===== src/rtl/fir_mac_scheduler.sv =====
// Time-multiplexed 4-tap FIR engine: a round-robin arbiter grants one of NCH
// sample streams at a time, the granted sample is shifted into that channel's
// private delay line, and one shared signed MAC walks the taps serially.
module fir_mac_scheduler #(
  parameter int NCH  = 4,
  parameter int TAPS = 4,
  parameter int DW   = 8,
  parameter int CW   = 8,
  parameter int OW   = 16,
  localparam int CHW = $clog2(NCH),
  localparam int KW  = $clog2(TAPS)
) (
  input  logic                clk,
  input  logic                reset,
  input  logic [NCH-1:0]      s_valid,
  input  logic [NCH*DW-1:0]   s_data,
  output logic [NCH-1:0]      s_ready,
  input  logic                cfg_we,
  input  logic [1:0]          cfg_addr,
  input  logic [CW-1:0]       cfg_data,
  output logic                cfg_ready,
  output logic                m_valid,
  output logic [OW-1:0]       m_data,
  output logic [CHW-1:0]      m_chan,
  input  logic                m_ready
);

  localparam logic [1:0] ST_IDLE = 2'd0;
  localparam logic [1:0] ST_MAC  = 2'd1;
  localparam logic [1:0] ST_OUT  = 2'd2;

  logic [1:0]           state_q, state_d;
  logic signed [DW-1:0] x_q [NCH][TAPS];
  logic signed [CW-1:0] h_q [TAPS];
  logic [CHW-1:0]       last_q, g_q;
  logic signed [OW-1:0] acc_q;
  logic [KW-1:0]        k_q;

  logic                 grant_found;
  logic [CHW-1:0]       grant_idx;
  logic [CHW-1:0]       cand;
  logic                 accept;
  logic signed [DW-1:0] samp;

  // One tap: signed CW x DW product, sign-extended, accumulated modulo 2^OW.
  function automatic logic signed [OW-1:0] mac_step(
    input logic signed [OW-1:0] acc,
    input logic signed [CW-1:0] coef,
    input logic signed [DW-1:0] x
  );
    logic signed [CW+DW-1:0] prod;
    prod = coef * x;
    return acc + OW'(prod);
  endfunction

  // Round-robin search starting just after the last granted channel; NCH is a
  // power of two so the index wraps naturally in CHW bits.
  always_comb begin
    grant_found = 1'b0;
    grant_idx   = '0;
    cand        = '0;
    for (int i = 1; i <= NCH; i++) begin
      cand = last_q + CHW'(i);
      if (!grant_found && s_valid[cand]) begin
        grant_found = 1'b1;
        grant_idx   = cand;
      end
    end
  end

  // Grant only in IDLE with no coefficient write pending; held low during reset.
  always_comb begin
    accept  = (state_q == ST_IDLE) && !reset && !cfg_we && grant_found;
    samp    = s_data[int'(grant_idx)*DW +: DW];
    s_ready = '0;
    if (accept) s_ready[grant_idx] = 1'b1;
  end

  // Next-state logic for the IDLE -> MAC -> OUT sequence.
  always_comb begin
    state_d = state_q;
    case (state_q)
      ST_IDLE: if (accept) state_d = ST_MAC;
      ST_MAC:  if (k_q == KW'(TAPS-1)) state_d = ST_OUT;
      ST_OUT:  if (m_ready) state_d = ST_IDLE;
      default: state_d = ST_IDLE;
    endcase
  end

  // State, delay lines, coefficients and the MAC datapath.
  always_ff @(posedge clk or posedge reset) begin
    if (reset) begin
      state_q <= ST_IDLE;
      last_q  <= CHW'(NCH-1);
      g_q     <= '0;
      acc_q   <= '0;
      k_q     <= '0;
      for (int c = 0; c < NCH; c++)
        for (int t = 0; t < TAPS; t++)
          x_q[c][t] <= '0;
      for (int t = 0; t < TAPS; t++)
        h_q[t] <= CW'(t + 1);
    end else begin
      state_q <= state_d;
      case (state_q)
        ST_IDLE: begin
          if (cfg_we) begin
            h_q[cfg_addr] <= cfg_data;
          end else if (accept) begin
            for (int t = TAPS-1; t > 0; t--)
              x_q[grant_idx][t] <= x_q[grant_idx][t-1];
            x_q[grant_idx][0] <= samp;
            last_q <= grant_idx;
            g_q    <= grant_idx;
            acc_q  <= '0;
            k_q    <= '0;
          end
        end
        ST_MAC: begin
          acc_q <= mac_step(acc_q, h_q[k_q], x_q[g_q][k_q]);
          k_q   <= k_q + 1'b1;
        end
        default: ;
      endcase
    end
  end

  assign cfg_ready = (state_q == ST_IDLE);
  assign m_valid   = (state_q == ST_OUT);
  assign m_data    = acc_q;
  assign m_chan    = g_q;

endmodule


===== config.mk =====
export PLATFORM = sky130hd
export DESIGN_NAME = fir_mac_scheduler
export DESIGN_NICKNAME = d
export VERILOG_FILES = /design/src/rtl/fir_mac_scheduler.sv
export SDC_FILE = /design/constraint.sdc
export NUM_CORES = 1
export LEC_CHECK = 0
export ABC_AREA = 1
export CORE_MARGIN = 2
export CORE_UTILIZATION = 40
export CTS_CLUSTER_SIZE = 8
export DETAILED_ROUTE_END_ITERATION = 10
export GPL_ROUTABILITY_DRIVEN = 0
export PLACE_DENSITY_LB_ADDON = 0.25
export SKIP_CTS_REPAIR_TIMING = 1
export SLEW_MARGIN = 40
export SYNTH_ARGS = -nofsm -noshare
export SYNTH_HDL_FRONTEND = slang
export SYNTH_SLANG_ARGS = --single-unit

===== constraint.sdc =====
create_clock -name clk -period 16.4 [get_ports clk]
set_input_delay 4.92 -clock clk [delete_from_list [all_inputs] [get_ports clk]]
set_output_delay 4.92 -clock clk [all_outputs]
set_load 0.005 [all_outputs]

Word-level counts from Yosys, hierarchy flattened
Index checks and enable logic that the tools add are counted.

Flip-flop bits (word level): 184. Latch bits: 0. RAM bits: 0. ROM bits: 0. Input port bits: 50. Output and inout bits: 24. Logic and storage cells: 132. Memories: 0.

Add/subtract/negate cells: 5. Multiply operators: 1. Div/mod/pow operators: 0. $lt $le $gt $ge: 12. Eq/ne operators: 7. Shift-type cells: 1. Mux-type cells: 56. Bitwise logic cells: 5. Reductions and logical operators: 20.

Operator list (count): 128-bit bitwise mux (4); 32-bit demux with 2-bit select (4); 32-bit two-way mux (5); 32-bit binary-select mux with 2-bit select (2); 16-bit two-way mux (3); 8-bit two-way mux (6); 8-bit binary-select mux with 2-bit select (2); 32-bit bitwise mux (1); 16-bit one-hot mux with 2 select lines (1); 32-bit by 6-bit variable part select with 8-bit output (1); 24-bit two-way mux (1); 2-bit two-way mux (9); 16-bit adder (1); 8-bit demux with 2-bit select (1); 8-bit by 8-bit multiplier with 16-bit output (1); 2-bit by 3-bit < comparator with 1-bit output, second input constant (5); 3-bit greater-or-equal comparator, second input constant (4); 2-bit inverter with 3-bit output (4); 1-bit logical AND (9); 1-bit two-way mux (9); 3-bit AND reduction (3); 1-bit binary-select mux with 2-bit select (4); 3-bit by 1-bit < comparator with 1-bit output, second input constant (2); 2-bit one-hot mux with 3 select lines (1); 15 further kinds (24).

Logic depth before layout (Yosys ltp)
Gate-level depths: netlist of the first run.

Depth in word-level cells: 22. Gate-level depth with buffers: 29. Mapped depth without buffers: 27.

Least setup slack after synthesis of the first run
No wires, ideal clock.

Path kind: input-to-output. Start point: input port reset. End point: output port s_ready[0]. Arrival: 10.067 ns. Required time: 11.480 ns. Path slack: 1.413 ns. Stages: 7. Buffers on the path: 2. Cells stage by stage: inv_1 -> nand4_2 -> inv_2 -> buf_4 -> nand3_2 -> inv_2 -> buf_4.

Cells in the longest elaborated chain, start to end: 5.

RTL lines: from (decl) (RTL line 14) `input logic reset,`; 1-bit logical NOT (no line); 1-bit logical AND (3 in series) (RTL line 73) `accept = (state_q == ST_IDLE) && !reset && !cfg_we && grant_found;`; 4-bit two-way mux (RTL line 76) `if (accept) s_ready[grant_idx] = 1'b1;`; to (decl) (RTL line 17) `output logic [NCH-1:0] s_ready,`.

Every way passes these cells.

Final worst setup path of the first run
Start point: input port s_valid[0]. End point: output port s_ready[3].

Cells in the longest elaborated chain, start to end: 17. Elaborated cells on any way between the ends: 29. Classes of those cells: 2 x order compare; 19 x mux; 8 x reduce/logical.

RTL lines: from (decl) (RTL line 15) `input logic [NCH-1:0] s_valid,`; 1-bit binary-select mux with 2-bit select (RTL line 64) `if (!grant_found && s_valid[cand]) begin`; 1-bit two-way mux (not written as such) (RTL line 64); 1-bit two-way mux (RTL line 64); 1-bit logical NOT (RTL line 64); 1-bit logical AND (RTL line 64); 1-bit two-way mux (RTL line 64); 1-bit logical NOT (RTL line 64); 1-bit logical AND (RTL line 64); 1-bit two-way mux (RTL line 64); 1-bit logical NOT (RTL line 64); 1-bit logical AND (RTL line 64); 2-bit two-way mux (RTL line 64); 2-bit by 3-bit < comparator with 1-bit output (not written as such) / 2-bit by 1-bit greater-or-equal comparator with 1-bit output (equally long branches) (RTL line 76); 1-bit logical AND (not written as such) (RTL line 76); 1-bit two-way mux (not written as such) (RTL line 76); 1-bit demux with 2-bit select (RTL line 76); 4-bit two-way mux (*) (RTL line 76).

Every way passes the cells marked *; elsewhere a longest branch is shown, timed or not. The select of a mux whose other input is x is not followed.

==> run summary, run 1 <==
Wirelength per Cell - 16.7 um
Vias in the first global route - 11100
Core Util, Final - 45.2%
Post-synthesis mux area share - 2.52%
Htree depth - 4
Min-Delay Path Class - reg2reg
FF-to-FF End - m_data[14]
Cell area after synthesis - 0.0127 mm2
Standard-cell rows - 65
Post-route ant nets - 0
Simple-gate share of the synthesized area - 27.3%
Outcome - finished, final reports clean
Number of I/O port buffers - 73
Hold Violations, Final - 0
Met3 usage - 2.45%
Initial drt markers - 900
WS Path Type - in2out
Worst-path clk slew - 0.07 ns
P&R area growth vs syn - 11.8%
Largest family of logic cells by synthesized area - simple AND/OR/NAND/NOR gates
Worst Reg-to-Reg Cells - 23
Chip Width - 182 um
Layout Nets - 1817
Met2 Use GR - 37.2%
CTS root buffer - clkbuf_16
Endpoint class of the critical path - output pin
Tmin final - 13.66 ns
Synth warn - 0
Met1 Resource Use GR - 29.0%
Worst Path Required - 11.48 ns
GRT Max-Usage Layer - met2
Post-Layout Cell Count - 2073
HP Start - x_q[34]
Critical R2R Launch - m_chan[1]
Post-Synth XOR/XNOR Area - 0.825%
Fin Setup TNS - 0 ns
Clock Tree Buf Depth - 2
CP max FO - 68
WL final - 34500 um
Worst-Margin Slew - 0.779 ns
Seq/Total Area, Yosys - 36.2%
Critical path arrival - 8.74 ns
Fin. max-slew vios - 0
Total GRT Usage - 21.7%
Final period utilization - 83.3%
Remaining global-route overflow - 0
Max Clk Rate - 73.2 MHz
Complex-gate fraction of the synthesized area - 9.99%
Vias/cell - 5.29
Drt first pass iters - 5
Hold worst-path end - x_q[34]
Max-cap violation count - 0
Die Area - 0.0333 mm2
Initial core utilization - 40.5%
Layout cell share with drive strength beyond 1 - 5.75%
Mean Syn Cell Area - 7.76 um2
Initial antenna violation count - 0
Largest net degree at the start of global routing - 115
Relative slew slack - 47.9%
Synth Area in Adders - 14.9%
WHS Path Cells - 2
Unrepaired setup endpoints after global routing - false
Setup Viol. Count Final - 0
DRC violations left - 0
Total CTS buffers - 17
Netlist cell types - 43
Via Count - 11000
Worst skew pair latency - 0.45 ns
Placed insts - 2041
Gate Count Post-Synth - 1642
Core area - 0.0315 mm2
Net Count, Synth - 1801
Num ports - 74
Post-synth EDFFs - 0
Clock sink total - 184
Reg2Reg Setup Slack - 9.64 ns
Worst Skew - 0.0141 ns
Post-synthesis register bit count - 184
Async SR Flop Fraction - 100%
Ant diodes - 0
Hold WS - 0.477 ns
First-pass GRT wire length - 57500 um
CTS tree - yes
CP Launch Type - input port
Primary FF master, synth - dfrtp_1
Hpwl dp - 22900 um
Chip Height - 182 um
-- stage by stage --
step	area (um2)	worst slack [ns]
6_report	14200	2.74
5_1_grt	14200	2.48
4_1_cts	14200	2.60
3_5_place_dp	13600	2.59
3_3_place_gp	13600	2.68
2_1_floorplan	12700	1.41
-- cell type report --
| type | instances | area, um2 |
|---|---|---|
| sequential | 184 | 4620 |
| fill | 3164 | 17200 |
| tap | 402 | 503 |
| multi-input combinational | 1213 | 7080 |
| timing repair buffer | 85 | 828 |
| clock buffer | 18 | 439 |
| clock inverter | 14 | 159 |
| inverter | 157 | 604 |
-- Yosys cell counts, drive strengths merged, types with 4 or more instances --
cell | n | area [um2]
fa | 71 | 1420
ha | 38 | 475
nor2 | 56 | 235
xnor2 | 6 | 52.6
clkbuf | 40 | 150
nand2 | 639 | 2460
o21ai | 125 | 637
xor2 | 6 | 52.6
inv | 156 | 588
mux2i | 32 | 320
a32oi | 8 | 70.1
dfstp | 7 | 184
o211ai | 32 | 240
nand4 | 35 | 225
a21oi | 55 | 283
dfrtp | 177 | 4430
nand3 | 96 | 508
or2 | 4 | 25.0
buf | 48 | 307
-- worst max-delay path: stages --
cell             delay (ns)
clkdlybuf4s50_1        0.49
nand2_1                0.07
nand2_2                0.11
nand2_1                0.06
nand2_1                0.10
inv_1                  0.08
nand3_2                0.14
nand2_4                0.37
nand2_8                0.52
nand3_4                0.49
inv_2                  0.61
clkdlybuf4s50_1        0.66
-- worst max path at each step --
| stage | from | end | slack [ns] |
|---|---|---|---|
| 6_report | s_valid[0] | s_ready[3] | 2.74 |
| 5_1_grt | reset | s_ready[3] | 2.48 |
| 3_5_place_dp | reset | s_ready[3] | 2.59 |
| 2_1_floorplan | reset | s_ready[0] | 1.41 |
| 4_1_cts | reset | s_ready[3] | 2.60 |
| 3_3_place_gp | reset | s_ready[3] | 2.68 |
-- cells by family after synthesis --
family                     count (synthesis)
and+or+nand+nor                          834
buffers and inverters                    245
AOI/OAI and AO/OA                        226
DFF                                      184
adders and majority gates                109
muxes                                     32
xor gates and xnor gates                  12
-- state kept, by name, indices dropped and copies added (netlist names) --
name,flops
state_q,2
x_q,128
k_q,2
last_q,2
m_chan,2
h_q,32
m_data,16
-- cells in the final DEF (no fill, tap or decap), drive strengths merged, types with 38 or more instances in the layout --
| cell type | count |
|---|---|
| inv | 161 |
| o21ai | 125 |
| nor2 | 56 |
| ha | 38 |
| nand3 | 96 |
| fa | 71 |
| clkdlybuf4s50 | 73 |
| a21oi | 55 |
| nand2 | 639 |
| dfrtp | 177 |
-- metal layers --
layer | up-vias | part of all wire (%) | wire length, um
li1 | 5279 | - | -
met1 | 5302 | 45 | 15700
met2 | 330 | 48 | 16700
met3 | 53 | 4.2 | 1450
met4 | 0 | 2.0 | 701
met5 | - | 0 | 0
Power of run 1 is left out: the tool's default activity adds up to more than one toggle a clock period on the data nets, which glitch-free logic cannot reach.
==> inputs of run 2 (changes only) <==
==> constraint.sdc (replaced) <==
create_clock -name clk -period 12.48 [get_ports clk]
set_input_delay 3.744 -clock clk [delete_from_list [all_inputs] [get_ports clk]]
set_output_delay 3.744 -clock clk [all_outputs]
set_load 0.005 [all_outputs]
==> run summary, run 2 (synthesized netlist as in run 1, its figures left out) <==
WL final - 34900 um
First-pass GRT wire length - 57800 um
Ant diodes - 0
Vias in the first global route - 11100
Core area - 0.0315 mm2
Chip Height - 182 um
Number of I/O port buffers - 73
Clock sink total - 184
Outcome - finished, final reports clean
Max-cap violation count - 0
Initial core utilization - 40.5%
Remaining global-route overflow - 0
Hpwl dp - 22800 um
Reg with most FFs - x_q
Worst-Margin Slew - 0.839 ns
Total CTS buffers - 17
Placed instance area - 0.0137 mm2
Die Area - 0.0333 mm2
Fin. max-slew vios - 0
FILL cells - 3124
Clock Tree Buf Depth - 2
Layout cell share with drive strength beyond 1 - 6.02%
Unrepaired setup endpoints after global routing - false
P&R area growth vs syn - 12.5%
Chip Width - 182 um
Via Count - 11000
Commonest cells after routing, fill and taps aside - 623 x nand2_1, 176 x dfrtp_1, 145 x inv_1
Most common cell after layout, fill and taps aside - nand2_1
Fin Setup TNS - 0 ns
Standard-cell rows - 65
Max Clk Rate - 91.3 MHz
Worst-path clk slew - 0.07 ns
Setup Viol. Count Final - 0
Max FFs per register - 128
Worst Path Required - 8.74 ns
Layout Nets - 1823
Min-Delay Path Class - reg2reg
Tmin final - 10.95 ns
WS Path Type - in2out
DRC violations left - 0
Critical path arrival - 7.21 ns
Placed insts - 2047
CP Launch Type - input port
Post-route ant nets - 0
Total GRT Usage - 22.1%
Largest net degree at the start of global routing - 72
CTS tree - yes
Wirelength per Cell - 16.8 um
Worst Skew - 0.0141 ns
Htree depth - 4
Final period utilization - 87.8%
Vias/cell - 5.31
Final instance area - 0.0143 mm2
CTS root buffer - clkbuf_16
Initial antenna violation count - 0
Hold Violations, Final - 0
Core Util, Final - 45.5%
Post-Layout Cell Count - 2079
Initial drt markers - 843
Worst skew pair latency - 0.45 ns
CP max FO - 68
Drt first pass iters - 5
Num ports - 74
Relative slew slack - 44.1%
Endpoint class of the critical path - output pin
## run 2: changes by cell type in the layout (fill, tap and decap cells not counted), sizes merged
cell and delta:
clkinv -5, buf +6, bufinv +2, inv +1, clkbuf +2
## run 2: metrics by stage
stage / hold slack [ns] / worst slack (ns)
6_report: 0.476 / 1.53
5_1_grt: 0.501 / 1.31
4_1_cts: 0.476 / 1.53
3_5_place_dp: 0.459 / 1.55
3_3_place_gp: 0.456 / 1.62
2_1_floorplan: 0.441 / 1.08
## run 2: final timing paths
check	from	to	slack [ns]	cells past startpoint
worst max-delay path	s_valid[3]	s_ready[2]	1.53	14
worst min-delay path	x_q[36]	x_q[36]	0.48	2
worst max register to register	m_chan[0]	m_data[14]	5.55	23
worst min register to register	x_q[36]	x_q[36]	0.48	2
max in group asynchronous	reset	h_q[2]	7.70	5
min in group asynchronous	reset	x_q[31]	3.76	3
## run 2: layer usage
metal	GRT usage [%]	up-vias	wire, um
met2	36.8	351	16600
met5	0	-	0
met1	28.9	5346	15400
met4	8.55	0	911
met3	3.51	57	1960
li1	-	5294	-
## run 2: layout make-up
class                      instances  area [um2]  area share [%]
clock inverter                    12         153            1.07
multi-input combinational       1213        7080            49.4
tap                              402         503            3.51
timing repair buffer              91         918            6.41
inverter                         157         596            4.16
clock buffer                      20         457            3.19
sequential                       184        4620            32.2
## run 2: worst max-delay path, cell delays in order
cell and delay [ns]:
clkdlybuf4s50_1 0.42, nand2_1 0.11, nand2_2 0.08, nand2_1 0.06
nand2_1 0.09, nor2_4 0.17, nand3_2 0.17, nand2_4 0.54
nand2_8 0.48, nor2_4 0.35, nand2_2 0.06, buf_4 0.28
inv_1 0.10, clkdlybuf4s50_1 0.52
Power of run 2 is left out for the same reason.
==> inputs of run 3 (changes only) <==
--- a/config.mk
+++ b/config.mk
@@ -8,6 +8,7 @@
 export ABC_AREA = 1
 export CORE_MARGIN = 2
 export CORE_UTILIZATION = 40
+export CTS_CLUSTER_DIAMETER = 120
 export CTS_CLUSTER_SIZE = 8
 export DETAILED_ROUTE_END_ITERATION = 10
 export GPL_ROUTABILITY_DRIVEN = 0
==> constraint.sdc (replaced) <==
create_clock -name clk -period 12.48 [get_ports clk]
set_input_delay 2.496 -clock clk [delete_from_list [all_inputs] [get_ports clk]]
set_output_delay 2.496 -clock clk [all_outputs]
set_load 0.005 [all_outputs]
==> run summary, run 3 (synthesized netlist as in run 1, its figures left out) <==
Ant diodes - 0
Clock Tree Buf Depth - 2
Endpoint class of the critical path - output pin
Worst-Margin Slew - 0.748 ns
First-pass GRT wire length - 56800 um
Layout cell share with drive strength beyond 1 - 5.63%
Commonest cells after routing, fill and taps aside - 623 x nand2_1, 176 x dfrtp_1, 146 x inv_1
Worst Skew - 0.0128 ns
Max-cap violation count - 0
Initial antenna violation count - 0
Setup Viol. Count Final - 0
Critical Path Most Common Cell - nand2_1
Worst-path clk slew - 0.08 ns
Fin. max-slew vios - 0
Slowest stage cell, crit path - inv_2
CP Launch Type - input port
Min-Delay Path Class - reg2reg
Core area - 0.0315 mm2
Wirelength per Cell - 16.5 um
Chip Height - 182 um
Chip Width - 182 um
Reg with most FFs - x_q
Remaining global-route overflow - 0
Die Area - 0.0333 mm2
Clock sink total - 184
Most common cell after layout, fill and taps aside - nand2_1
Max incr delay on CP - 0.64 ns
Outcome - finished, final reports clean
Initial core utilization - 40.5%
Number of I/O port buffers - 73
DRC violations left - 0
Critical path arrival - 6.51 ns
Post-route ant nets - 0
Htree depth - 4
Max FFs per register - 128
Largest net degree at the start of global routing - 117
Via Count - 10900
Worst Path Required - 9.98 ns
WL final - 34200 um
Unrepaired setup endpoints after global routing - false
CP bufs+invs - 4
Hpwl dp - 22700 um
Worst skew pair latency - 0.45 ns
CP cell instances - clkdlybuf4s50_1 > nand2_1 > nand2_1 > nand2_1 > nand2_1 > nor2_4 > nand3_2 > nand2_4 > nand2_8 > inv_2 > nand3_2 > inv_2 > clkdlybuf4s50_1
Max Clk Rate - 111 MHz
Drt first pass iters - 5
Vias/cell - 5.26
Relative slew slack - 50.2%
WS Path Type - in2out
CP max FO - 68
P&R area growth vs syn - 11.8%
Layout Nets - 1817
Top Family by Delay on Critical Path - buffers and inverters
Fin Setup TNS - 0 ns
Hold Violations, Final - 0
Final period utilization - 72.2%
Total GRT Usage - 21.5%
CTS tree - yes
CTS root buffer - clkbuf_16
Num ports - 74
Tmin final - 9.00 ns
Initial drt markers - 792
Total CTS buffers - 17
Standard-cell rows - 65
Vias in the first global route - 11000
-- run 3: changes by cell type in the layout (fill, tap and decap cells not counted), sizes merged --
| cell | previous run | this run |
|---|---|---|
| clkbuf | 20 | 18 |
| inv | 162 | 160 |
| clkinvlp | 3 | 2 |
| buf | 18 | 12 |
| clkinv | 2 | 7 |
-- run 3: routing by layer --
| layer | part of all wire [%] | global-route usage (%) | vias up |
|---|---|---|---|
| met3 | 4.6 | 3.75 | 44 |
| li1 | - | - | 5283 |
| met2 | 48 | 36.6 | 297 |
| met4 | 1.5 | 5.74 | 0 |
| met5 | 0 | 0 | - |
| met1 | 46 | 28.4 | 5279 |
-- run 3: final timing paths --
kind	startpoint	endpoint	slack, ns	cells past startpoint
setup / recovery	s_valid[1]	s_ready[0]	3.48	13
hold / removal	x_q[36]	x_q[36]	0.48	2
setup reg to reg	m_chan[1]	m_data[14]	6.02	23
hold reg to reg	x_q[36]	x_q[36]	0.48	2
max in group asynchronous	reset	x_q[125]	8.81	3
min in group asynchronous	reset	h_q[25]	2.56	2
-- run 3: layout make-up --
| type | instances | area, um2 |
|---|---|---|
| tap | 402 | 503 |
| clock buffer | 18 | 429 |
| inverter | 157 | 604 |
| multi-input combinational | 1213 | 7080 |
| fill | 3156 | 17200 |
| clock inverter | 14 | 166 |
| sequential | 184 | 4620 |
| timing repair buffer | 85 | 828 |
-- run 3: per-stage QoR --
step           worst slack, ns  instance area [um2]  cells  utilization (%)  hold WS, ns
6_report                  3.48                14200   2073             45.2        0.477
2_1_floorplan             2.34                12700   1642                -        0.441
3_5_place_dp              3.50                13600   2041             43.3        0.461
5_1_grt                   3.26                14200   2073             45.2        0.497
4_1_cts                   3.49                14200   2073             45.2        0.480
3_3_place_gp              3.55                13600   2041             43.3        0.457
-- run 3: worst reg2reg max path, cell delays in order (launching register included) --
cell and delay (ns):
dfrtp_1 0.33, buf_4 0.42, inv_1 0.19, buf_4 0.29, o21ai_0 0.44, o211ai_1 0.20, nand2_1 0.29, nand2_1 0.16
inv_1 0.40, fa_1 0.53, fa_1 0.51, fa_1 0.55, inv_1 0.05, fa_1 0.47, inv_1 0.05, ha_1 0.27
ha_1 0.41, inv_1 0.06, nor3_1 0.24, nand3_1 0.10, nand4_1 0.14, a21oi_1 0.07, o21ai_0 0.10, nand2_1 0.07
Power of run 3 is left out for the same reason.
